## src/rtl/mir_queue.sv

```systemverilog
// Microinstruction register prefetch queue: assembles {ROM, IR} words at push time and presents the head entry to the MIR consumers.
// Optional ROM parity checking is built when MIRQ_PARITY_EN is defined (adds ROMP input and sticky MIRPE output).
module mir_queue #(
    parameter int unsigned DEPTH = 2,
    parameter int unsigned LEVW  = 4
) (
    input  logic                     clk,
    input  logic                     MCLn,
    input  logic [31:0]              ROM,
    input  logic [15:0]              IR,
    input  logic                     MIRKL,
    output logic                     MIRRDY,
    input  logic                     MIRNX,
    input  logic                     FLUSH,
    output logic                     MIRV,
    output logic [15:0]              MIR15_0,
    input  logic                     TC1,
    output logic [2:0]               SL,
    output logic                     BMSRC,
    input  logic                     LSEL,
    input  logic                     MOPC,
    input  logic [LEVW-1:0]          PIL,
    output logic [LEVW-1:0]          LEV,
    output logic [$clog2(DEPTH):0]   CNT
`ifdef MIRQ_PARITY_EN
    ,
    input  logic                     ROMP,
    output logic                     MIRPE
`endif
);

    localparam int unsigned PW = $clog2(DEPTH);
    localparam int unsigned CW = PW + 1;

    // Build the microinstruction word from the ROM field code and IR operand fields.
    function automatic logic [15:0] assemble(input logic [18:0] rom, input logic [10:0] ir);
        logic [15:0] w;
        w = rom[15:0];
        case (rom[18:16])
            3'd1: w = {ir[6:3], rom[11:4], (ir[2:0] == 3'd0) ? 4'h8 : {1'b0, ir[2:0]}};
            3'd3: w = {ir[6:3], rom[11:8], rom[7:4], 1'b0, ir[2:0]};
            3'd4: w = {rom[15], ir[10:8], rom[11:0]};
            3'd5, 3'd6: begin
                w = {rom[15:12], 1'b0, ir[2:0], rom[7:4], 1'b0, ir[2:0]};
                if (rom[18:16] == 3'd6 && ir[6]) begin
                    w[6:4] = 3'b000;
                end
            end
            3'd7: w = {rom[15:12], 1'b0, ir[5:3], rom[7:4], 1'b0, ir[2:0]};
            default: w = rom[15:0];
        endcase
        return w;
    endfunction

    logic [15:0]   mem [DEPTH];
    logic [PW-1:0] rptr, rptr_nx;
    logic [PW-1:0] wptr, wptr_nx;
    logic [CW-1:0] cnt, cnt_nx;
    logic          full, empty;
    logic          push_ok, pop_ok, push_acc;
    logic [15:0]   word;
    logic [15:0]   head;

    assign full     = (cnt == CW'(DEPTH));
    assign empty    = (cnt == '0);
    assign pop_ok   = MIRNX && !empty;
    assign push_ok  = MIRKL && (!full || MIRNX);
    assign push_acc = push_ok && !FLUSH;
    assign word     = assemble(ROM[18:0], IR[10:0]);

    // Pointer and occupancy next state; FLUSH overrides any push/pop.
    always_comb begin
        rptr_nx = rptr;
        wptr_nx = wptr;
        cnt_nx  = cnt;
        if (FLUSH) begin
            rptr_nx = '0;
            wptr_nx = '0;
            cnt_nx  = '0;
        end else begin
            if (push_ok) begin
                wptr_nx = wptr + PW'(1);
            end
            if (pop_ok) begin
                rptr_nx = rptr + PW'(1);
            end
            case ({push_ok, pop_ok})
                2'b10:   cnt_nx = cnt + CW'(1);
                2'b01:   cnt_nx = cnt - CW'(1);
                default: cnt_nx = cnt;
            endcase
        end
    end

    always_ff @(posedge clk) begin
        if (!MCLn) begin
            rptr <= '0;
            wptr <= '0;
            cnt  <= '0;
        end else begin
            rptr <= rptr_nx;
            wptr <= wptr_nx;
            cnt  <= cnt_nx;
        end
    end

    // Storage is never read while empty, so it needs no reset.
    always_ff @(posedge clk) begin
        if (MCLn && push_acc) begin
            mem[wptr] <= word;
        end
    end

    assign head    = empty ? 16'h0000 : mem[rptr];
    assign MIR15_0 = head;
    assign MIRV    = !empty;
    assign MIRRDY  = !full || MIRNX;
    assign CNT     = cnt;
    assign SL      = head[7] ? head[6:4] : {2'b00, TC1};
    assign BMSRC   = (head[7:4] == 4'b1010);
    assign LEV     = LSEL ? LEVW'(head[15:12]) : (MOPC ? '0 : PIL);

`ifdef MIRQ_PARITY_EN
    // Sticky error when an accepted ROM word fails odd parity; the word is still queued.
    always_ff @(posedge clk) begin
        if (!MCLn) begin
            MIRPE <= 1'b0;
        end else if (push_acc && !(^{ROMP, ROM})) begin
            MIRPE <= 1'b1;
        end
    end

    logic unused_ir;
    assign unused_ir = ^IR[15:11];
`else
    logic unused_bits;
    assign unused_bits = ^{ROM[31:19], IR[15:11]};
`endif

endmodule

```

## config.mk

```make
export PLATFORM = sky130hd
export DESIGN_NAME = mir_queue
export DESIGN_NICKNAME = d
export VERILOG_FILES = /design/src/rtl/mir_queue.sv
export SDC_FILE = /design/constraint.sdc
export NUM_CORES = 1
export LEC_CHECK = 0
export BUFFER_PORTS_ARGS = -buffer_cell sky130_fd_sc_hd__buf_2
export CAP_MARGIN = 25
export CORE_MARGIN = 1
export CORE_UTILIZATION = 50
export CTS_CLUSTER_DIAMETER = 40
export DETAILED_ROUTE_END_ITERATION = 12
export HOLD_SLACK_MARGIN = 0.06
export PLACE_DENSITY = 0.82
export SLEW_MARGIN = 10
export SYNTH_ARGS = -nofsm -noshare
export SYNTH_HDL_FRONTEND = slang
export SYNTH_SLANG_ARGS = --single-unit
```

## constraint.sdc

```tcl
create_clock -name clk -period 5.1 [get_ports clk]
set_input_delay 0 -clock clk [delete_from_list [all_inputs] [get_ports clk]]
set_output_delay 0 -clock clk [all_outputs]
set_load 0.005 [all_outputs]
```

==> impl_metrics.tcl, run 1 <==
set metrics [dict create \
    run_status "finished clean" \
    drt_drc_violations_left 0 \
    ir_drop_uv 168 \
    final-max-slew-violation-count 0 \
    layout-area-overhead-vs-synth_pct 28.4 \
    tightest_slew_ns 0.871 \
    final-setup-viol-count 0 \
    final_hold_viol_count 0 \
    cts.reportedPaths.clkPinSlew_ns 0.07 \
    timing.setup.critical_path_class "reg -> out" \
    rsz_0062_raised_after_global_routing "false" \
    ys_seq_elements 37 \
    worst_ep_required_time_ns 5.10 \
    crit_start_category "register" \
    vias_in_the_first_global_route 1380 \
    layout.core_utilization_pct 69.3 \
    syn-cell-area_um2 1870 \
    detailed_place_hpwl_mm 2.55 \
    initial_core_util_pct 53.9 \
    cts.sinks 37 \
    drt_first_pass_iters 4 \
    min_path_type "in -> reg" \
    via_count 1433 \
    synth_warnings 0 \
    dpl.cell_count 263 \
    detail_route.wl_per_cell_um 12.9 \
    num_antenna_cells 0 \
    synth_area_per_cell_um2 12.1 \
    postSynthNetCount 215 \
    detail_route.iter0.violations 35 \
    cts_resized 0 \
    slew_headroom_pct 41.9 \
    io_pins 88 \
    internal_cell_power_w 0.000479 \
    r2r.worst_path.cells 5 \
    final.fill_count 284 \
    fraction_of_layout_cells_with_a_size_suffix_above_1_pct 36.8 \
    combinationalPowerShare_pct 14.6 \
    leakage_nw 1.03 \
    holdBufCountCts 9 \
    setup.worst_path.end_class "primary output" \
    die_area_um2 3990 \
    grt_overflow_total 0 \
    grt_max_degree 19 \
    mostFrequentLayoutCells "68 x buf_2, 32 x edfxtp_1, 23 x nor2_1, 20 x mux2i_1, 9 x dlygate4sd3_1" \
    seqPwrFrac_pct 55.2 \
    crit_path_max_fanout 16 \
    totalWireLength_mm 3.62 \
    place.gp.congestion 0.731 \
    cts_max_path_buffers 2 \
    maxCapViolations 0 \
    die-width_um 63.2 \
    commonest_non_fill_non_tap_cell_in_the_layout "buf_2" \
    layoutNonFillerInstCount 280 \
    ant_nets 0 \
    cts_tree "built" \
    hold-path-cell-count 2 \
    numCtsBuffers 5 \
    place.port_buffers 68 \
    cts-root-buf "clkbuf_8" \
    track_usage_pct 19.4 \
    total_switching_power_w 0.000141 \
    final_min_period_over_clock_period_pct 42.6 \
    power.density_nw_per_um2 258 \
    power.switching_fraction_pct 22.8 \
    nets 294 \
    fmaxAchievable_mhz 460 \
    cts_post_setup_buffers_inserted 0 \
    grt_first_pass_wirelength_mm 5.92 \
    std_cell_rows 21 \
    crit_arrival_ns 2.17 \
    netlist-cell-type-count 36 \
    ctsHtreeMaxLevel 2 \
    clkLatencyLatePin_ns 0.28 \
    layout_min_cycle_time_ns 2.17 \
    viasPerCell 5.12 \
    power.clock.fraction_pct 30.1 \
    die_y_um 63.2 \
    grt_antenna_before_repair 0 \
    postSynthCellCount 154 \
    coreArea_um2 3470 \
    totalNegativeSetupSlack_ns 0 \
    skew_ns 0.00459 \
    total_power_w 0.000620 \
    yosysSeqAreaShare_pct 56.7 \
]
==> through the flow <==
stage	hold slack, ns	setup WS [ns]	cell area, um2
final	0.0781	2.93	2400
after detailed placement	0.192	3.22	2230
after global routing	0.0963	2.81	2400
after global placement	0.194	3.24	2230
after CTS	0.0669	2.92	2400
after floorplan	0.0981	3.24	1870
==> synth_stat cells, drive strengths merged <==
library cell	number	area share (%)
nor3	1	0.27
edfxtp	32	51
xor2	2	0.94
nand2b	3	1.0
a22o	3	1.4
a2bb2oi	3	1.4
mux2	6	3.6
or3	4	1.3
inv	6	1.2
buf	6	2.7
nor4	2	0.67
clkbuf	1	0.20
nand2	4	0.94
dfxtp	5	5.4
a31o	1	0.47
or3b	1	0.47
and2	3	1.0
o21ai	6	1.6
nor3b	4	1.6
nor2b	2	0.67
o211ai	3	1.2
xnor2	1	0.47
ha	1	0.67
a21o	4	1.6
a21oi	3	0.80
nor2	24	4.9
o2bb2ai	1	0.47
mux2i	20	11
nand4b	2	0.94
==> kinds of logic (layout without fill, tap and decap cells) <==
family	after synthesis	after routing	synth area share, %
fa+ha+maj	1	1	0.669
buf+inv	13	93	4.08
mux	26	26	14.3
simple gates	50	50	13.8
compound gates	24	24	8.96
xor+xnor	3	3	1.40
flops	37	37	56.7
==> critical path, cell delays in order (launching register included) <==
cell     delay (ns)
dfxtp_1        0.89
mux2_2         0.42
nand2_2        0.11
mux2_1         0.33
buf_2          0.13
==> sequential cells by signal, indices dropped and copies added (netlist names), named ones only <==
| signal | flops |
|---|---|
| CNT | 2 |
| rptr | 1 |
| mem | 32 |
| wptr | 1 |
==> per-layer routing <==
| layer | vias to the layer above | global-route usage (%) | share of wire, % |
|---|---|---|---|
| met2 | 46 | 34.4 | 50 |
| met1 | 658 | 23.0 | 44 |
| met3 | 5 | 2.36 | 4.6 |
| met4 | 0 | 9.30 | 1.4 |
| li1 | 724 | - | - |
| met5 | - | 0 | 0 |
==> power groups by stage <==
stage          Clock (W)  Combinational [W]  Sequential [W]
6_report        0.000187          0.0000909        0.000343
5_1_grt         0.000203           0.000100        0.000343
4_1_cts         0.000189          0.0000905        0.000343
3_5_place_dp           0          0.0000847        0.000349
3_3_place_gp           0          0.0000829        0.000349
2_1_floorplan          0          0.0000511        0.000348
==> final timing paths <==
path | start | end | slack [ns]
max reg2reg | CNT[1]$_SDFFE_PP0P_ | CNT[1]$_SDFFE_PP0P_ | 3.36
max | register | SL[0] | 2.93
min | IR[6] | mem[1][15]$_DFFE_PP_ | 0.08
min reg2reg | rptr$_SDFFE_PP0P_ | rptr$_SDFFE_PP0P_ | 0.54
==> final cells by class <==
| class | instances | area, um2 | area share (%) |
|---|---|---|---|
| sequential | 37 | 1060 | 44.2 |
| multi-input combinational | 104 | 733 | 30.5 |
| timing repair buffer | 79 | 445 | 18.5 |
| clock buffer | 6 | 72.6 | 3.02 |
| tap | 46 | 57.6 | 2.40 |
| inverter | 6 | 22.5 | 0.938 |
| clock inverter | 2 | 10.0 | 0.417 |
(Power assumes the default switching activity.)
==> run 2, diff against run 1 <==
--- a/config.mk
+++ b/config.mk
@@ -8,11 +8,11 @@
 export BUFFER_PORTS_ARGS = -buffer_cell sky130_fd_sc_hd__buf_2
 export CAP_MARGIN = 25
 export CORE_MARGIN = 1
-export CORE_UTILIZATION = 50
+export CORE_UTILIZATION = 42
 export CTS_CLUSTER_DIAMETER = 40
 export DETAILED_ROUTE_END_ITERATION = 12
 export HOLD_SLACK_MARGIN = 0.06
-export PLACE_DENSITY = 0.82
+export PLACE_DENSITY = 0.73
 export SLEW_MARGIN = 10
 export SYNTH_ARGS = -nofsm -noshare
 export SYNTH_HDL_FRONTEND = slang
==> constraint.sdc (replaced) <==
create_clock -name clk -period 1.9 [get_ports clk]
set_input_delay 0 -clock clk [delete_from_list [all_inputs] [get_ports clk]]
set_output_delay 0 -clock clk [all_outputs]
set_load 0.005 [all_outputs]
==> impl_metrics.tcl, run 2 (same netlist as run 1, synthesis figures left out) <==
set metrics [dict create \
    via_count 1451 \
    totalWireLength_mm 3.81 \
    hold_end "wptr$_SDFFE_PP0P_" \
    run_status "finished clean" \
    io_pins 88 \
    die_area_um2 4720 \
    final.fill_count 360 \
    final-setup-viol-count 0 \
    cts_resized 0 \
    nets 299 \
    min_path_type "in -> reg" \
    tightest_slew_ns 0.610 \
    worst_path_largest_cell_delay_ns 0.51 \
    ir_drop_uv 465 \
    holdBufCountCts 10 \
    place.gp.congestion 0.787 \
    combinationalPowerShare_pct 15.2 \
    clkLatencyLatePin_ns 0.28 \
    viasPerCell 5.02 \
    cts_max_path_buffers 2 \
    skew_ns 0.00769 \
    regToRegEndpoint "mem[1][8]$_DFFE_PP_" \
    grt_max_degree 19 \
    numCtsBuffers 5 \
    initial_core_util_pct 45.1 \
    grt_antenna_before_repair 0 \
    largest_reg_flops 32 \
    num_antenna_cells 0 \
    r2r.worst_path.cells 4 \
    totalNegativeSetupSlack_ns 0 \
    internal_cell_power_w 0.00133 \
    crit_path_max_fanout 10 \
    worstReg2RegStart "CNT[1]$_SDFFE_PP0P_" \
    ant_nets 0 \
    hold-path-cell-count 3 \
    power.clock.fraction_pct 31.0 \
    die-width_um 68.7 \
    final-max-slew-violation-count 0 \
    detailed_place_hpwl_mm 2.92 \
    cts.reportedPaths.clkPinSlew_ns 0.07 \
    hold_start "FLUSH" \
    largest-register "mem" \
    crit_slowest_cell "nor2_1" \
    cts.sinks 37 \
    setup.worst_path.end_class "register" \
    final_setup_slack_of_the_worst_path_ns 0.132 \
    layout-area-overhead-vs-synth_pct 31.2 \
    fmaxAchievable_mhz 566 \
    cts_post_setup_buffers_inserted 0 \
    fraction_of_layout_cells_with_a_size_suffix_above_1_pct 37.2 \
    timing.setup.critical_path_class "reg -> reg" \
    leakage_nw 1.05 \
    critPathTopFamily "simple AND/OR/NAND/NOR gates" \
    grt_overflow_total 0 \
    rsz_0062_raised_after_global_routing "false" \
    cts_tree "built" \
    crit_arrival_ns 1.75 \
    track_usage_pct 17.7 \
    slew_headroom_pct 59.2 \
    cts-root-buf "clkbuf_8" \
    mostFrequentLayoutCells "68 x buf_2, 32 x edfxtp_1, 23 x nor2_1, 20 x mux2i_1, 10 x dlygate4sd3_1" \
    place.port_buffers 68 \
    drt_first_pass_iters 4 \
    timing.critical_path.cells "or3b_1 -> nand4b_1 -> nor2_1 -> buf_4" \
    seqPwrFrac_pct 53.8 \
    ctsHtreeMaxLevel 2 \
    final_hold_viol_count 0 \
    grt_first_pass_wirelength_mm 5.82 \
    power.density_nw_per_um2 693 \
    detail_route.iter0.violations 32 \
    maxCapViolations 0 \
    critPathBufInv 1 \
    layout_min_cycle_time_ns 1.77 \
    worst_ep_required_time_ns 1.88 \
    final_min_period_over_clock_period_pct 93.1 \
    std_cell_rows 23 \
    commonest_non_fill_non_tap_cell_in_the_layout "buf_2" \
    crit_start_category "register" \
    drt_drc_violations_left 0 \
    power.switching_fraction_pct 21.5 \
    detail_route.wl_per_cell_um 13.2 \
    vias_in_the_first_global_route 1322 \
    r2r_slack_ns 0.13 \
    total_switching_power_w 0.000366 \
    die_y_um 68.7 \
    post-place-ws_ns 0.114 \
    coreArea_um2 4140 \
]
==> run 2: cell count changes in the layout (fill, tap and decap cells not counted), sizes merged <==
| cell | previous run | this run |
|---|---|---|
| buf | 70 | 74 |
| clkbuf | 6 | 8 |
| clkinv | 2 | 0 |
| dlygate4sd3 | 9 | 10 |
==> run 2: how the worst max path moves through the flow <==
stage	to	start	cells past startpoint	slack (ns)
floorplan	mem[1][0]$_DFFE_PP_	CNT[0]$_SDFFE_PP0P_	3	0.04
global placement	mem[1][11]$_DFFE_PP_	CNT[1]$_SDFFE_PP0P_	4	0.18
detailed placement	mem[1][11]$_DFFE_PP_	CNT[1]$_SDFFE_PP0P_	4	0.11
CTS	mem[1][11]$_DFFE_PP_	CNT[1]$_SDFFE_PP0P_	4	0.1
global route	mem[1][8]$_DFFE_PP_	CNT[1]$_SDFFE_PP0P_	4	0.003
finish	mem[1][8]$_DFFE_PP_	CNT[1]$_SDFFE_PP0P_	4	0.13
==> run 2: power groups by stage <==
stage,logic (W),clock network (W),registers [W]
4_1_cts,0.000260,0.000543,0.000915
6_report,0.000259,0.000527,0.000915
3_3_place_gp,0.000240,0,0.000931
5_1_grt,0.000287,0.000577,0.000916
2_1_floorplan,0.000137,0,0.000933
3_5_place_dp,0.000242,0,0.000932
==> run 2: final cells by class <==
cell class	instances	area, um2	area share (%)
clock buffers	8	90.1	3.67
inverters	6	22.5	0.917
multi-input cells	104	733	29.9
flip-flops and latches	37	1060	43.2
well taps	50	62.6	2.55
repair buffers	84	485	19.8
==> run 2: worst reg2reg max path, stage by stage, from the launching register on <==
cell	delay (ns)
dfxtp_1	0.31
or3b_1	0.18
nand4b_1	0.16
nor2_1	0.51
buf_4	0.30
==> run 2: per-stage QoR <==
stage | utilization [%] | hold WS [ns] | power [W] | instance area [um2] | std cells
6_report | 59.2 | 0.0728 | 0.00170 | 2450 | 289
4_1_cts | 59.2 | 0.0677 | 0.00172 | 2450 | 289
2_1_floorplan | - | 0.0981 | 0.00107 | 1870 | 154
3_3_place_gp | 54.6 | 0.189 | 0.00117 | 2260 | 271
3_5_place_dp | 54.6 | 0.193 | 0.00117 | 2260 | 271
5_1_grt | 59.2 | 0.0794 | 0.00178 | 2450 | 289
==> run 2: per-layer routing <==
metal	routed length, um	share of wire, %	track usage (%)
met1	1580	41	20.0
met2	2060	54	31.5
met3	97	2.5	3.29
met4	72	1.9	9.18
met5	0	0	0
==> run 3, diff against run 2 <==
--- a/config.mk
+++ b/config.mk
@@ -7,12 +7,14 @@
 export LEC_CHECK = 0
 export BUFFER_PORTS_ARGS = -buffer_cell sky130_fd_sc_hd__buf_2
 export CAP_MARGIN = 25
+export CELL_PAD_IN_SITES_DETAIL_PLACEMENT = 1
+export CELL_PAD_IN_SITES_GLOBAL_PLACEMENT = 2
 export CORE_MARGIN = 1
-export CORE_UTILIZATION = 42
+export CORE_UTILIZATION = 25
 export CTS_CLUSTER_DIAMETER = 40
 export DETAILED_ROUTE_END_ITERATION = 12
 export HOLD_SLACK_MARGIN = 0.06
-export PLACE_DENSITY = 0.73
+export PLACE_DENSITY = 0.72
 export SLEW_MARGIN = 10
 export SYNTH_ARGS = -nofsm -noshare
 export SYNTH_HDL_FRONTEND = slang
==> impl_metrics.tcl, run 3 (same netlist as run 1, synthesis figures left out) <==
set metrics [dict create \
    run_status "finished, violations left" \
    violations_in_the_final_reports "design-rule violations" \
    skew_ns 0.00302 \
    use_met2_pct 22.8 \
    met3_usage_pct 2.61 \
    final-max-slew-violation-count 0 \
    cts-root-buf "clkbuf_8" \
    detailed_place_hpwl_mm 3.61 \
    power.clock.fraction_pct 30.6 \
    cts_max_path_buffers 2 \
    mostFrequentLayoutCells "68 x buf_2, 32 x edfxtp_1, 23 x nor2_1, 20 x mux2i_1, 10 x dlygate4sd3_1" \
    slew_headroom_pct 59.8 \
    total_switching_power_w 0.000408 \
    fmaxAchievable_mhz 574 \
    largest-register "mem" \
    layout_min_cycle_time_ns 1.74 \
    cts_tree "built" \
    hold-path-cell-count 2 \
    std_cell_rows 31 \
    coreArea_um2 7250 \
    cts_resized 0 \
    totalNegativeSetupSlack_ns 0 \
    area.sequential_um2 1060 \
    fraction_of_layout_cells_with_a_size_suffix_above_1_pct 38.4 \
    crit_path_max_fanout 11 \
    post-place-ws_ns 0.130 \
    setup.worst_path.end_class "register" \
    cts.reportedPaths.clkPinSlew_ns 0.07 \
    largest_reg_flops 32 \
    detailed_place.area_um2 2350 \
    leakage_nw 1.07 \
    layout-area-overhead-vs-synth_pct 35.3 \
    final_hold_viol_count 0 \
    drt_first_pass_iters 8 \
    grt_antenna_before_repair 0 \
    io_pins 88 \
    internal_cell_power_w 0.00130 \
    rsz_0062_raised_after_global_routing "false" \
    grt_max_degree 19 \
    power.switching_fraction_pct 23.9 \
    seqPwrFrac_pct 53.6 \
    crit_arrival_ns 1.73 \
    final_min_period_over_clock_period_pct 91.7 \
    tightest_slew_ns 0.601 \
    crit_start_category "register" \
    commonest_non_fill_non_tap_cell_in_the_layout "buf_2" \
    timing.setup.critical_path_class "reg -> reg" \
    num_antenna_cells 0 \
    vias_in_the_first_global_route 1532 \
    final_setup_slack_of_the_worst_path_ns 0.157 \
    worst_ep_required_time_ns 1.89 \
    die-width_um 88.5 \
    detail_route.iter0.violations 26 \
    groute.layer.met1.usage_pct 14.9 \
    totalWireLength_mm 4.71 \
    combinationalPowerShare_pct 15.8 \
    dpl.cell_count 323 \
    place.gp.congestion 0.678 \
    drt_drc_violations_left 2 \
    die_area_um2 7830 \
    initial_core_util_pct 25.8 \
    ctsHtreeMaxLevel 2 \
    power.density_nw_per_um2 673 \
    detail_route.wl_per_cell_um 13.8 \
    final-setup-viol-count 0 \
    numCtsBuffers 5 \
    place.port_buffers 68 \
    ir_drop_uv 239 \
    ant_nets 0 \
    nets 302 \
    r2r.worst_path.cells 4 \
    viasPerCell 4.30 \
    grt_overflow_total 0 \
    die_y_um 88.5 \
    clkLatencyLatePin_ns 0.28 \
    finish.instance_area_um2 2530 \
    track_usage_pct 12.6 \
    fin_hold_ws_ns 0.0654 \
    grt_first_pass_wirelength_mm 7.31 \
    min_path_type "in -> reg" \
    via_count 1468 \
    grt_most_used_layer "met2" \
    multiInputGateArea_um2 733 \
    final.fill_count 855 \
    maxCapViolations 0 \
    cts.sinks 37 \
    layoutNonFillerInstCount 341 \
]
run 3: changes by cell type in the layout (fill, tap and decap cells not counted), sizes merged:
cell | before | now
buf | 74 | 77
clkbuf | 8 | 6
clkinv | 0 | 2
run 3: routing by layer:
| metal | wire length [um] | up-vias | share of wire, % |
|---|---|---|---|
| met4 | 70 | 0 | 1.5 |
| li1 | - | 739 | - |
| met3 | 205 | 6 | 4.4 |
| met2 | 2410 | 37 | 51 |
| met5 | 0 | - | 0 |
| met1 | 2020 | 686 | 43 |
run 3: cell type report:
class / count / share of cell area [%]
inverters: 6 / 0.890
clock buffers: 6 / 2.87
repair buffers: 87 / 20.1
well taps: 99 / 4.89
clock inverters: 2 / 0.395
flip-flops and latches: 37 / 41.9
multi-input cells: 104 / 29.0
run 3: worst paths after layout:
check	slack, ns	end	startpoint
setup / recovery	0.16	mem[1][8]$_DFFE_PP_	CNT[1]$_SDFFE_PP0P_
hold / removal	0.07	mem[1][11]$_DFFE_PP_	ROM[11]
setup reg to reg	0.16	mem[1][8]$_DFFE_PP_	CNT[1]$_SDFFE_PP0P_
hold reg to reg	0.47	wptr$_SDFFE_PP0P_	wptr$_SDFFE_PP0P_
run 3: through the flow:
| step | utilization (%) | total power (W) |
|---|---|---|
| 3_3_place_gp | 32.4 | 0.00118 |
| 5_1_grt | 34.9 | 0.00179 |
| 2_1_floorplan | - | 0.00107 |
| 6_report | 34.9 | 0.00170 |
| 4_1_cts | 34.9 | 0.00173 |
| 3_5_place_dp | 32.4 | 0.00119 |
run 3: repair_timing:
item                                   in CTS  in global routing
endpoints found under the hold margin      17                  0
hold buffers                               10                  0
buffers inserted                            0                  0
run 3: critical path: stages, from the launching register on:
cell      delay (ns)
dfxtp_1         0.31
or3b_1          0.19
nand4b_1        0.14
nor2_1          0.49
buf_4           0.31
run 3: power by group through the flow:
stage | clock [W] | combinational [W] | sequential (W)
2_1_floorplan | 0 | 0.000137 | 0.000933
3_3_place_gp | 0 | 0.000253 | 0.000931
3_5_place_dp | 0 | 0.000258 | 0.000932
4_1_cts | 0.000537 | 0.000275 | 0.000914
5_1_grt | 0.000569 | 0.000302 | 0.000915
6_report | 0.000522 | 0.000269 | 0.000914
